==> src/rtl/alu_seq_ctrl.sv <==
// alu_seq_ctrl: drives a 32-bit combinational ALU (AND/OR/ADD, Binvert, CarryIn)
// to run narrow (DW) or wide (2*DW) AND/OR/ADD/SUB requests. Wide ops take two
// ALU passes, low word first, with the carry chained into the high pass.
// One request in flight; request and response use valid/ready handshakes.
module alu_seq_ctrl #(
  parameter int DW = 32
) (
  input  logic              clk,
  input  logic              rst_n,
  input  logic              req_valid,
  output logic              req_ready,
  input  logic [2:0]        req_op,
  input  logic [2*DW-1:0]   req_a,
  input  logic [2*DW-1:0]   req_b,
  output logic              rsp_valid,
  input  logic              rsp_ready,
  output logic [2*DW-1:0]   rsp_result,
  output logic              rsp_carry,
  output logic [DW-1:0]     alu_a,
  output logic [DW-1:0]     alu_b,
  output logic [1:0]        alu_operation,
  output logic              alu_binvert,
  output logic              alu_carryin,
  input  logic [DW-1:0]     alu_result,
  input  logic              alu_carryout
);

  localparam logic [1:0] F_AND = 2'b00;
  localparam logic [1:0] F_OR  = 2'b01;
  localparam logic [1:0] F_ADD = 2'b10;
  localparam logic [1:0] F_SUB = 2'b11;

  localparam logic [1:0] ALU_AND = 2'b00;
  localparam logic [1:0] ALU_OR  = 2'b01;
  localparam logic [1:0] ALU_ADD = 2'b10;

  typedef enum logic [1:0] {
    IDLE = 2'd0,
    LO   = 2'd1,
    HI   = 2'd2,
    RESP = 2'd3
  } state_t;

  // Latched request: op[2] = wide, op[1:0] = func
  typedef struct packed {
    logic [2:0]      op;
    logic [2*DW-1:0] a;
    logic [2*DW-1:0] b;
  } req_t;

  state_t          state, state_nxt;
  req_t            req_q;
  logic [2*DW-1:0] res_q;
  logic            carry_q;      // carry out of the most recent pass, chains LO -> HI
  logic            rsp_carry_q;  // reported carry, zero for logic ops

  logic [1:0]      func;
  logic            wide;
  logic            is_sub;
  logic            is_arith;
  logic            accept;

  assign func     = req_q.op[1:0];
  assign wide     = req_q.op[2];
  assign is_sub   = (func == F_SUB);
  assign is_arith = (func == F_ADD) || (func == F_SUB);

  assign req_ready  = (state == IDLE);
  assign accept     = req_valid && req_ready;
  assign rsp_valid  = (state == RESP);
  assign rsp_result = res_q;
  assign rsp_carry  = rsp_carry_q;

  // State register; reset aborts any in-flight op immediately
  always_ff @(posedge clk or negedge rst_n) begin
    if (!rst_n) state <= IDLE;
    else        state <= state_nxt;
  end

  // Next-state: narrow ops skip the HI pass
  always_comb begin
    state_nxt = state;
    case (state)
      IDLE: if (accept)    state_nxt = LO;
      LO:   state_nxt = wide ? HI : RESP;
      HI:   state_nxt = RESP;
      RESP: if (rsp_ready) state_nxt = IDLE;
      default: state_nxt = IDLE;
    endcase
  end

  // ALU drive: idle-zero outside the two compute passes so the ALU inputs stay quiet
  always_comb begin
    alu_a         = '0;
    alu_b         = '0;
    alu_operation = ALU_AND;
    alu_binvert   = 1'b0;
    alu_carryin   = 1'b0;
    if (state == LO || state == HI) begin
      case (func)
        F_AND:   alu_operation = ALU_AND;
        F_OR:    alu_operation = ALU_OR;
        default: alu_operation = ALU_ADD;
      endcase
      // SUB is A + ~B + 1: invert B, inject the +1 on the low pass only
      alu_binvert = is_sub;
      if (state == LO) begin
        alu_a       = req_q.a[DW-1:0];
        alu_b       = req_q.b[DW-1:0];
        alu_carryin = is_sub;
      end else begin
        alu_a       = req_q.a[2*DW-1:DW];
        alu_b       = req_q.b[2*DW-1:DW];
        alu_carryin = is_arith & carry_q;
      end
    end
  end

  // Request latch and result capture; result holds its value between requests
  always_ff @(posedge clk or negedge rst_n) begin
    if (!rst_n) begin
      req_q       <= '0;
      res_q       <= '0;
      carry_q     <= 1'b0;
      rsp_carry_q <= 1'b0;
    end else begin
      case (state)
        IDLE: begin
          if (accept) begin
            req_q.op <= req_op;
            req_q.a  <= req_a;
            req_q.b  <= req_b;
          end
        end
        LO: begin
          res_q[DW-1:0] <= alu_result;
          carry_q       <= alu_carryout;
          if (!wide) begin
            res_q[2*DW-1:DW] <= '0;
            rsp_carry_q      <= is_arith & alu_carryout;
          end
        end
        HI: begin
          res_q[2*DW-1:DW] <= alu_result;
          carry_q          <= alu_carryout;
          rsp_carry_q      <= is_arith & alu_carryout;
        end
        default: ;
      endcase
    end
  end

endmodule

==> config.mk <==
export PLATFORM = sky130hd
export DESIGN_NAME = alu_seq_ctrl
export DESIGN_NICKNAME = d
export VERILOG_FILES = /design/src/rtl/alu_seq_ctrl.sv
export SDC_FILE = /design/constraint.sdc
export NUM_CORES = 1
export LEC_CHECK = 0
export CORE_AREA = 2 2 154 156
export DETAILED_ROUTE_END_ITERATION = 8
export DIE_AREA = 0 0 156 158
export DONT_BUFFER_PORTS = 1
export HOLD_SLACK_MARGIN = 0.05
export PLACE_DENSITY = 0.57
export SETUP_SLACK_MARGIN = 0.4
export SYNTH_ARGS = -nofsm -noshare
export SYNTH_HDL_FRONTEND = slang
export SYNTH_SLANG_ARGS = --single-unit
==> constraint.sdc <==
create_clock -name clk -period 1.9 [get_ports clk]
set_input_delay 0.38 -clock clk [delete_from_list [all_inputs] [get_ports clk]]
set_output_delay 0.38 -clock clk [all_outputs]
set_load 0.05 [all_outputs]
; Yosys cells after proc, flatten, opt, wreduce, memory -nomap -nowiden
; Index checks and enable logic that the tools add are counted.
[word_totals]
output_inout_bits = 135
n_memories = 0
latchBits = 0
mem_bits_ro = 0
regBits = 199
ramBits = 0
wordCells = 46
[classes]
eq_ne = 9
n_mul = 0
magnitude_cmp = 0
muxes = 17
n_div = 0
bitwise = 2
reduce_logical = 10
shift = 0
addsub = 0
[ops]
columns = cell, n
row1 = 32-bit 2-to-1 mux, 5
row2 = 32-bit one-hot mux with 2 select lines, 1
row3 = 2-bit equality test (second input constant), 4
row4 = 2-bit one-hot mux with 4 select lines, 1
row5 = 2-bit 2-to-1 mux, 3
row6 = 2-bit AND reduction, 3
row7 = 1-bit 2-to-1 mux, 5
row8 = 2-bit by 1-bit equality test with 1-bit output (second input constant), 2
row9 = 2-bit zero test, 2
row10 = 2-bit by 1-bit inequality test with 1-bit output (second input constant), 2
row11 = 2-bit one-hot mux with 2 select lines, 1
row12 = 1-bit bitwise AND, 2
row13 = 1-bit logical OR, 2
row14 = 2-bit inequality test (second input constant), 1
row15 = 1-bit one-hot mux with 2 select lines, 1
row16 = 2-bit nonzero test, 1
row17 = 2-bit OR reduction, 1
row18 = 1-bit logical AND, 1

; Logic depth before layout (Yosys ltp)
[logic_depth]
ltp_word = 5
mapped_depth = 7
mapped_depth_nobuf = 5

; Least setup slack after synthesis
; Ideal clock, no wire load.
[synth_path]
path_kind = register to output
from = register state[0]
to = output alu_carryin
t_arrival_ns = 2.282
t_required_ns = 1.520
stages_incl_launch_ff = 6
path_slack_ns = -0.762
path_cell_list = dfrtp_1 > inv_1 > ha_1 > clkbuf_1 > and2_1 > nor2b_1
[synth_via]
elab_chain_len = 3
elab_cells_between_ends = 5
cone_classes = 2 x eq/ne / 2 x mux / 1 x reduce/logical
[synth_rtl]
columns = element, line
row1 = from (decl), 51  ; state_t state, state_nxt;
row2 = from (signal assigned), 77  ; else state <= state_nxt;
row3 = 2-bit by 1-bit equality test with 1-bit output or 2-bit equality test (tied branches), "99, 107"
row4 = 1-bit 2-to-1 mux or 1-bit logical OR (tied branches), "107, 99"
row5 = 1-bit 2-to-1 mux *, 99  ; if (state == LO || state == HI) begin
row6 = to (decl), 23  ; output logic alu_carryin,
; Every way passes the cells marked *; elsewhere a longest branch is shown, timed or not.

; Worst setup path in the final report
[layout_path]
from = register state[0]
to = output alu_b[9]
[layout_via]
elab_chain_len = 3
elab_cells_between_ends = 5
cone_classes = 2 x eq/ne / 2 x mux / 1 x reduce/logical
[layout_rtl]
columns = element, line
row1 = 2-bit by 1-bit equality test with 1-bit output or 2-bit equality test (tied branches), "99, 107"
row2 = 32-bit 2-to-1 mux or 1-bit logical OR (tied branches), "107, 99"
row3 = 32-bit 2-to-1 mux *, 99
row4 = to (decl), 20  ; output logic [DW-1:0] alu_b,
; Marked as above.

==> reports/metrics.cfg <==
[flow_run]
drv_cap=0

[synthesis]
ys_seq_area_share_pct=54.7
synth-edff-count=0
post-synth-top-count-cell=dfrtp_1
synth.distinct_cells=22
yosys.area.top_type_share_pct=54.7
ys_top_cells_by_count=dfrtp_1 (199), mux2_4 (90), mux2_2 (75)
yosysTopAreaCell=dfrtp_1
syn-num-nets=827
ys.flop_type=dfrtp_1
synth_area_per_cell_um2=13.9
ys_ff_latch=199
synthesis.area_um2=9100
synth_cells=655
synthTopCellsByArea=dfrtp_1 (55%), mux2_4 (15%), mux2_2 (9.3%)
ys_warn_count=0
synth-async-reset-ratio_pct=100

[setup_path]
arrival_ns=1.96
crit_path_start_kind=register
path_class=register to primary output
rrSetupSlack_ns=-0.23
critPathMaxFanout=5
required_ns=1.52
end_kind=primary output

[die]
start_util_pct=39.5
die_w_um=156
io_pins=303
dieArea_um2=24600
coreArea_um2=23100
die_h_um=158
num_rows=56

[place]
routabilityCongestion=0.790
preCtsSetupSlack_ns=-0.0658
hpwl_um=15200
io_buffers=0
place_inst=994

[timing]
maxSlewViolCount=0
worst_slack_ns=-0.443
max_slew_margin_pct=66.2
grt_setup_unrepaired=true
setup_viol=118
worstMarginPinSlew_ns=0.507
fin_crit_sh_pct=123
fin_skew_ns=0.00893
holdWs_ns=-0.361
clock.fmax_mhz=427
finalCriticalPeriod_ns=2.34
hold_viol=199

[hold_path]
hold_class=primary input to async pin

[cts]
cts_tree=yes
clockRootBuffer=clkbuf_16
clock_latency_ns=0.43
clk_pin_slew_ns=0.08
clock-sinks=199
htree_levels=4
numCtsBuffers=17
cts_max_path_buffers=2

[grt]
grt_usage_pct=19.8
grt_pass1_vias=6321
overflow=0
antenna_found_initial=3
grt_max_degree=200
grt_pass1_wl_um=37100

[cells_and_area]
nets=959
drive_above_1_share_pct=65.2
area_growth_pct=54.8
instances_no_fill=1090

[outcome]
status=finished, violations left
violations=hold timing, setup timing

[detailed_routing]
post_drt_wl_per_cell_um=23.7
routed_wl_um=25900
via_per_inst=5.22
drt-initial-drc-count=306
vias=5692
detail-route-antenna-nets=0
drt_pre_antenna_iters=4
drc=0

[per-stage QoR]
stage	hold slack (ns)	setup TNS, ns	area (um^2)	util [%]
after floorplan	0.0844	0	9760	-
after global placement	0.0890	0	11400	49.4
after detailed placement	0.0885	-0.729	11400	49.4
after CTS	-0.381	-27.40	13300	57.5
after global routing	-0.386	-43.12	14100	61.1
final	-0.361	-35.53	14100	61.1
[cell usage in the layout (no fill, tap or decap), types with 2 or more instances in the layout]
cell	count
buf_12	90
buf_16	19
buf_4	14
buf_6	9
buf_8	8
bufbuf_16	2
clkbuf_1	2
clkbuf_16	28
clkinv_4	3
clkinvlp_4	3
dfrtp_1	191
dfrtp_2	8
ha_4	3
inv_1	34
inv_6	2
inv_8	4
mux2_2	62
mux2_4	103
mux2i_1	10
mux2i_2	18
mux2i_4	38
nand2_8	4
nand3_1	32
nor2b_1	2
nor2b_4	65
o21ai_1	2
o21ai_2	29
[layout make-up]
type                            instances  area (um^2)
Timing Repair Buffer                  153         2990
Clock inverter                         12          111
Multi-Input combinational cell        380         5050
Tap cell                              290          363
Sequential cell                       199         4990
Fill cell                            1677         8970
Inverter                               36          138
Clock buffer                           19          433
Antenna cell                            1         2.50
[per-layer routing]
metal / routed length [um] / track usage [%]
met4: 314 / 5.90
met3: 2120 / 6.93
met1: 9920 / 23.3
met5: 11 / 0
met2: 13500 / 34.2
[worst max-delay path, stage by stage (launching register included)]
cell,delay (ns)
dfrtp_2,0.44
ha_4,0.20
buf_12,0.14
buf_12,0.12
buf_16,0.14
mux2i_4,0.19
nor2b_4,0.14
buf_12,0.14
[flip-flops by register name, summed over array words and instances, names as in the netlist]
| register | count |
|---|---|
| carry_q | 1 |
| func | 2 |
| req_q | 129 |
| rsp_carry | 1 |
| rsp_result | 64 |
| state | 2 |
[final timing paths]
check | startpoint | end | cells after the start
hold / removal | rst_n | rsp_result[60]$_DFFE_PN0P_ | 0
setup reg to reg | state[0]$_DFFE_PN0P_ | rsp_result[38]$_DFFE_PN0P_ | 11
hold reg to reg | req_q[121]$_DFFE_PN0P_ | req_q[121]$_DFFE_PN0P_ | 1
setup / recovery | state[0]$_DFFE_PN0P_ | alu_b[9] | 7
max in group asynchronous | rst_n | req_q[1]$_DFFE_PN0P_ | 0
min in group clk | alu_result[20] | rsp_result[20]$_DFFE_PN0N_ | 1
[cell families after synthesis]
kind of cell,synth area share (%)
compound gates,2.09
mux,31.4
fa+ha+maj,0.550
simple gates,6.78
flops,54.7
buf+inv,4.44
[timing repair]
action	4_1_cts	5_1_grt
pin swaps	4	5
setup buffers	31	5
setup endpoints to repair	236	266
cloned	16	12
endpoints found under the hold margin	199	199
resized for setup	166	93
Power is left out: the tool's default activity adds up to more than one toggle a clock period on the data nets, which glitch-free logic cannot reach.
